### config.mk
export PLATFORM = sky130hd
export DESIGN_NAME = data_frame_sr_flat
export DESIGN_NICKNAME = d
export VERILOG_FILES = /design/src/rtl/data_frame_sr_if.sv /design/src/rtl/data_frame_sr.sv /design/src/flat_wrapper.sv
export SDC_FILE = /design/constraint.sdc
export NUM_CORES = 1
export LEC_CHECK = 0
export BUFFER_PORTS_ARGS = -buffer_cell sky130_fd_sc_hd__buf_2
export CORE_MARGIN = 4
export CORE_UTILIZATION = 23
export CTS_BUF_LIST = sky130_fd_sc_hd__clkbuf_8 sky130_fd_sc_hd__clkbuf_16
export CTS_CLUSTER_DIAMETER = 200
export CTS_CLUSTER_SIZE = 14
export DETAILED_ROUTE_END_ITERATION = 10
export GPL_TIMING_DRIVEN = 0
export SLEW_MARGIN = 10
export SYNTH_ARGS = -nofsm -noshare
export SYNTH_HDL_FRONTEND = slang
export SYNTH_SLANG_ARGS = --single-unit
### constraint.sdc
create_clock -name clk -period 5.15 [get_ports clk]
set_input_delay 0.7725 -clock clk [delete_from_list [all_inputs] [get_ports clk]]
set_output_delay 0.7725 -clock clk [all_outputs]
set_load 0.03 [all_outputs]
### src/rtl/data_frame_sr_if.sv
`default_nettype none
// ============================================================================
// Module   : data_frame_sr_if
// Brief    : Serial-in / frame-out bundle for data_frame_sr.
//            slave = receiver side, master = line sampler + frame consumer.
// Revision : 1.0
// ============================================================================
interface data_frame_sr_if #(
    parameter int DATA_W = 64,
    parameter int CRC_W  = 16
);
    logic              in_data;
    logic              data_shift;
    logic              SR_select;
    logic              clear;
    logic              out_ready;
    logic              out_valid;
    logic [DATA_W-1:0] data;
    logic [CRC_W-1:0]  CRC_data;
    logic              overrun;
    logic              crc_ok;

    modport master (
        output in_data, data_shift, SR_select, clear, out_ready,
        input  out_valid, data, CRC_data, overrun, crc_ok
    );

    modport slave (
        input  in_data, data_shift, SR_select, clear, out_ready,
        output out_valid, data, CRC_data, overrun, crc_ok
    );
endinterface
`default_nettype wire

### src/rtl/data_frame_sr.sv
`default_nettype none
// ============================================================================
// Module   : data_frame_sr
// Brief    : Serial-to-parallel frame receiver (data | CRC | trailer) with a
//            valid/ready output stage and sticky overrun flag.
//            Optional CRC16 check: define DATA_FRAME_SR_CRC_CHECK_EN.
// Revision : 1.0
// ============================================================================
module data_frame_sr #(
    parameter int DATA_W    = 64,
    parameter int CRC_W     = 16,
    parameter int TRAIL_W   = 2,
    parameter int MSB_FIRST = 0
) (
    input  wire logic      clk,
    input  wire logic      rst,
    data_frame_sr_if.slave bus
);
    localparam int FRAME_W = DATA_W + CRC_W + TRAIL_W;
    localparam int CNT_W   = $clog2(FRAME_W + 1);

    localparam logic [0:0] S_IDLE  = 1'b0;
    localparam logic [0:0] S_SHIFT = 1'b1;

    logic [0:0]        r_state;
    logic [CNT_W-1:0]  r_cnt;
    logic [DATA_W-1:0] r_data_sr;
    logic [CRC_W-1:0]  r_crc_sr;

    logic              r_out_valid;
    logic [DATA_W-1:0] r_data;
    logic [CRC_W-1:0]  r_crc_data;
    logic              r_overrun;

    logic              w_sample;
    logic              w_last;
    logic              w_complete;
    logic              w_load;
    logic [DATA_W-1:0] w_data_next;
    logic [CRC_W-1:0]  w_crc_next;

    // clear has priority over a strobe in the same cycle
    assign w_sample   = bus.data_shift & bus.SR_select & ~bus.clear;
    assign w_last     = (r_cnt == CNT_W'(FRAME_W - 1));
    assign w_complete = w_sample & w_last;
    assign w_load     = w_complete & ~(r_out_valid & ~bus.out_ready);

    // The arriving bit is merged combinationally so a frame whose last field
    // bit is also the final frame bit still loads complete.
    always_comb begin
        w_data_next = r_data_sr;
        w_crc_next  = r_crc_sr;
        for (int i = 0; i < DATA_W; i++) begin
            if (w_sample && r_cnt == CNT_W'((MSB_FIRST != 0) ? (DATA_W - 1 - i) : i))
                w_data_next[i] = bus.in_data;
        end
        for (int i = 0; i < CRC_W; i++) begin
            if (w_sample && r_cnt == CNT_W'(DATA_W + ((MSB_FIRST != 0) ? (CRC_W - 1 - i) : i)))
                w_crc_next[i] = bus.in_data;
        end
    end

    always_ff @(posedge clk or posedge rst) begin
        if (rst) begin
            r_state   <= S_IDLE;
            r_cnt     <= '0;
            r_data_sr <= '0;
            r_crc_sr  <= '0;
        end else if (bus.clear) begin
            r_state   <= S_IDLE;
            r_cnt     <= '0;
            r_data_sr <= '0;
            r_crc_sr  <= '0;
        end else if (w_sample) begin
            if (w_last) begin
                r_state   <= S_IDLE;
                r_cnt     <= '0;
                r_data_sr <= '0;
                r_crc_sr  <= '0;
            end else begin
                r_state   <= S_SHIFT;
                r_cnt     <= (r_state == S_IDLE) ? CNT_W'(1) : r_cnt + CNT_W'(1);
                r_data_sr <= w_data_next;
                r_crc_sr  <= w_crc_next;
            end
        end
    end

    always_ff @(posedge clk or posedge rst) begin
        if (rst) begin
            r_out_valid <= 1'b0;
            r_data      <= '0;
            r_crc_data  <= '0;
            r_overrun   <= 1'b0;
        end else begin
            if (w_load) begin
                r_out_valid <= 1'b1;
                r_data      <= w_data_next;
                r_crc_data  <= w_crc_next;
            end else if (r_out_valid && bus.out_ready) begin
                r_out_valid <= 1'b0;
            end

            if (bus.clear)
                r_overrun <= 1'b0;
            else if (w_complete && r_out_valid && !bus.out_ready)
                r_overrun <= 1'b1;
        end
    end

    assign bus.out_valid = r_out_valid;
    assign bus.data      = r_data;
    assign bus.CRC_data  = r_crc_data;
    assign bus.overrun   = r_overrun;

`ifdef DATA_FRAME_SR_CRC_CHECK_EN
    if (CRC_W != 16) begin : g_crc_w_check
        $error("data_frame_sr: CRC_W must be 16 when the CRC check is enabled");
    end

    logic [15:0] r_crc;
    logic        r_crc_ok;
    logic [15:0] w_crc_step;
    logic        w_crc_match;
    logic        w_data_bit;

    assign w_data_bit = (r_cnt < CNT_W'(DATA_W));

    // First-arrived received CRC bit is compared against computed bit 15.
    always_comb begin
        w_crc_step  = {r_crc[14:0], 1'b0} ^ ((bus.in_data ^ r_crc[15]) ? 16'h1021 : 16'h0000);
        w_crc_match = 1'b1;
        for (int i = 0; i < 16; i++) begin
            if (w_crc_next[(MSB_FIRST != 0) ? (15 - i) : i] != r_crc[15 - i])
                w_crc_match = 1'b0;
        end
    end

    always_ff @(posedge clk or posedge rst) begin
        if (rst) begin
            r_crc    <= 16'h0000;
            r_crc_ok <= 1'b0;
        end else begin
            if (bus.clear || (w_sample && w_last))
                r_crc <= 16'h0000;
            else if (w_sample && w_data_bit)
                r_crc <= w_crc_step;

            if (w_load)
                r_crc_ok <= w_crc_match;
        end
    end

    assign bus.crc_ok = r_crc_ok;
`else
    assign bus.crc_ok = 1'b1;
`endif

endmodule
`default_nettype wire
### src/flat_wrapper.sv
// flat-port wrapper written by rule: the top's interface ports become plain ports
module data_frame_sr_flat 
#(
    parameter int DATA_W    = 64,
    parameter int CRC_W     = 16,
    parameter int TRAIL_W   = 2,
    parameter int MSB_FIRST = 0
)
  (clk, rst, bus_in_data, bus_data_shift, bus_SR_select, bus_clear, bus_out_ready, bus_out_valid, bus_data, bus_CRC_data, bus_overrun, bus_crc_ok);
  data_frame_sr_if #(.DATA_W(DATA_W), .CRC_W(CRC_W)) bus_i ();
  input  wire logic clk;
  input  wire logic rst;
  input wire logic [$bits(bus_i.in_data)-1:0] bus_in_data;
  input wire logic [$bits(bus_i.data_shift)-1:0] bus_data_shift;
  input wire logic [$bits(bus_i.SR_select)-1:0] bus_SR_select;
  input wire logic [$bits(bus_i.clear)-1:0] bus_clear;
  input wire logic [$bits(bus_i.out_ready)-1:0] bus_out_ready;
  output wire logic [$bits(bus_i.out_valid)-1:0] bus_out_valid;
  output wire logic [$bits(bus_i.data)-1:0] bus_data;
  output wire logic [$bits(bus_i.CRC_data)-1:0] bus_CRC_data;
  output wire logic [$bits(bus_i.overrun)-1:0] bus_overrun;
  output wire logic [$bits(bus_i.crc_ok)-1:0] bus_crc_ok;
  assign bus_i.in_data = bus_in_data;
  assign bus_i.data_shift = bus_data_shift;
  assign bus_i.SR_select = bus_SR_select;
  assign bus_i.clear = bus_clear;
  assign bus_i.out_ready = bus_out_ready;
  assign bus_out_valid = bus_i.out_valid;
  assign bus_data = bus_i.data;
  assign bus_CRC_data = bus_i.CRC_data;
  assign bus_overrun = bus_i.overrun;
  assign bus_crc_ok = bus_i.crc_ok;
  data_frame_sr #(.DATA_W(DATA_W), .CRC_W(CRC_W), .TRAIL_W(TRAIL_W), .MSB_FIRST(MSB_FIRST)) u_core (.clk(clk), .rst(rst), .bus(bus_i));
endmodule
==> metrics.md <==
| Metric | Value |
|---|---|
| Status | `finished clean` |
| RR Startpoint | `u_core.r_cnt[1]` |
| Most frequent cells in the layout | `dfrtp_1 (170), nand2_1 (157), nand3_1 (124)` |
| Worst EP arrival | `2.74 ns` |
| Syn Inst Count | `between 800 and 900` |
| Synth Register Bits | `170` |
| Post-DRT Antenna Nets | `0` |
| Initial Util | `a little under a quarter` |
| Area share of the largest cell type after synthesis | `between 50% and 60%` |
| Die ar. | `~0.037 mm^2` |
| Clock Skew | `roughly 0.017 ns` |
| Max cap viols | `0` |
| Synth Flop Type | `dfrtp_1` |
| Cell taking the most area after synthesis | `dfrtp_1` |
| # Post-CTS Setup Buffers | `0` |
| Resize count post-CTS | `0` |
| Final period utilization | `45.9%` |
| Reg-to-reg endpoint | `u_core.bus.CRC_data[13]` |
| Tmin final | `between 2 and 2.5 ns` |
| Diodes inserted | `0` |
| # IOs | `90` |
| Clk slew on worst S/H paths | `0.08 ns` |
| Post-synth EDFFs | `0` |
| WL per Instance | `approximately 16 um` |
| Syn_area_per_cell | `approximately 9.0 um^2` |
| P&R area growth vs syn | `22.1%` |
| Relative slew slack | `about 46%` |
| Setup TNS | `0 ns` |
| Tot GR Track Use | `12.8%` |
| CTS sink cnt | `170` |
| Top layer in use | `met4` |
| Filler Cells Inserted | `between 3000 and 4000` |
| Most common cell on crit path | `buf_4` |
| TritonCTS Buffers | `17` |
| Top delay family on crit path | `simple AND/OR/NAND/NOR gates` |
| Worst VDD drop | `0.209 mV` |
| Largest cells by area after synthesis | `dfrtp_1 (55%), nand3_1 (8.0%), nand2_1 (7.6%)` |
| Initial antenna violation count | `0` |
| Pre-CTS setup slack | `2.38 ns` |
| Clock buffer depth | `2` |
| Yosys Warn Count | `0` |
| M1 wire length | `roughly 9900 um` |
| DR WL met3 | `~1700 um` |
| Min-delay worst type | `in2async` |
| Commonest non-fill, non-tap cell in the layout | `dfrtp_1` |
| Maximum fanout along the worst path | `10` |
| DRT Pass-1 Iters | `5` |
| CTS tree | `yes` |
| Register-to-Register Path Depth | `9` |
| GRT overflow | `0` |
| Initial DRC Count | `between 500 and 600` |
| Post-Route WL | `23100 um` |
| Vias/cell | `between 4 and 5` |
| Largest net degree at the start of global routing | `34` |
| CP bufs+invs | `4` |
| Root Buffer | `clkbuf_16` |
| Fin worst setup slack | `roughly 2.8 ns` |
| Row count | `67` |
| Number of H-tree levels | `4` |
| Instance count on the critical path | `9` |
| Max incr delay on CP | `about 0.43 ns` |
| Die W | `~190 um` |
| Element type at the critical path end | `register` |
| Worst slew pin tran | `~0.8 ns` |
| Critical Path RT | `between 5 and 6 ns` |
| Synth cell types | `41` |
| Count of final setup violators | `0` |
| Slew Limit Fails | `0` |
| Final Util | `around 28%` |
| RSZ-0062 raised after global routing | `false` |
| Post-synthesis sequential area ratio | `about 55%` |
| # DRC | `0` |
| Core area | `~0.034 mm^2` |
| Synthesized area | `0.00780 mm^2` |
| Die Span Y | `192 um` |
| Clk Latency, worst-skew pair | `approximately 0.45 ns` |
| Vias in the first global route | `around 6500` |
| Global-route wire length before repair | `between 30000 and 40000 um` |
| Slowest cell on crit path | `dfrtp_1` |
| CP Cell Sequence | `inv_1 > ha_1 > nor3b_2 > and4_1 > buf_2 > buf_4 > buf_4 > nand3_1 > nand2_1` |
| Worst hold margin | `0.395 ns` |
| Leak | `4.51 nW` |
| Met2 WL | `about 11000 um` |
| CP startpoint kind | `register` |
| Routability Congestion | `0.830` |
| Async set or reset register ratio after synthesis | `100%` |
| Flop2flop setup slack | `around 2.8 ns` |
| PwrDens | `296 mW/mm^2` |
| Post-DP HPWL | `~17000 um` |
| Share of layout cells above drive strength 1 | `17.5%` |
| Hold Buf Count CTS | `0` |
| Max Freq | `around 0.42 GHz` |
| Vias | `about 6600` |
| Port Buffers | `slightly below 90` |
| Fin nets | `986` |
| Hold Vio Cnt, Final | `0` |
| Post-synthesis net count | `between 800 and 900` |
| CP Class | `reg2reg` |
## how the worst max path moves through the flow
stage | from | to | slack (ns)
CTS | u_core.r_cnt[1] | u_core.bus.CRC_data[13] | 2.80
global route | bus_data_shift | u_core.r_data_sr[14] | 2.63
floorplan | rst | u_core.bus.CRC_data[0] | 2.21
global placement | rst | u_core.bus.data[0] | 1.01
finish | u_core.r_cnt[1] | u_core.bus.CRC_data[13] | 2.79
detailed placement | bus_data_shift | u_core.r_data_sr[10] | 2.38
## report_power, final
part           switching, W  internal (W)  leakage [nW]
Clock              0.000585      0.000770         0.302
Combinational     0.0000900     0.0000376          1.83
Sequential       0.00000196       0.00134          2.37
Total              0.000677       0.00214          4.51
## synthesized netlist by cell type (all sizes together) (3+ instances only)
cell,number
and3,7
clkbuf,30
o22ai,60
nand3b,4
a31oi,5
inv,65
o2bb2ai,4
or3b,7
nor3b,4
o31ai,3
nor2,6
o21ai,54
nand3,124
a22o,16
nor3,16
ha,4
buf,39
dfrtp,170
nand2,157
or2,3
a21oi,61
and3b,11
## kinds of logic after synthesis
logic type	Yosys count	synth area share (%)
and+or+nand+nor	343	21.1
AOI/OAI and AO/OA	207	15.7
DFF	170	54.5
buffers and inverters	134	7.46
xor gates and xnor gates	4	0.449
adders and majority gates	4	0.641
other	1	0.0481
## metal layers
layer | vias up | GRT usage [%]
li1 | 3201 | -
met1 | 3239 | 16.2
met2 | 161 | 20.5
met3 | 32 | 4.33
met4 | 0 | 4.36
met5 | - | 0
## flip-flops by register name (all words and copies together), names as in the netlist
register	flops
u_core.bus.data	64
u_core.r_data_sr	64
u_core.bus.CRC_data	16
u_core.r_crc_sr	16
u_core.r_cnt	7
u_core.bus.out_valid	1
u_core.bus.overrun	1
u_core.r_state	1
## area by class of cell
type	count	area (um^2)	share of cell area, %
flip-flops and latches	170	4250	44.7
multi-input cells	559	2970	31.2
well taps	448	561	5.88
repair buffers	93	541	5.67
clock buffers	20	467	4.90
plain buffers	69	338	3.55
inverters	65	248	2.60
clock inverters	12	151	1.59
## stage by stage
step	power (W)	std cells	instance area [um^2]
5_1_grt	0.00293	1436	9530
3_5_place_dp	0.00149	1404	8910
3_3_place_gp	0.00148	1399	8810
2_1_floorplan	0.00145	863	7810
6_report	0.00282	1436	9530
4_1_cts	0.00285	1436	9530
## worst register-to-register path, cell delays in order, from the launching register on
cell and delay, ns:
dfrtp_1 0.43, inv_1 0.10, ha_1 0.22, nor3b_2 0.40
and4_1 0.33, buf_2 0.17, buf_4 0.20, buf_4 0.21
nand3_1 0.15, nand2_1 0.10
(Power assumes the default switching activity.)
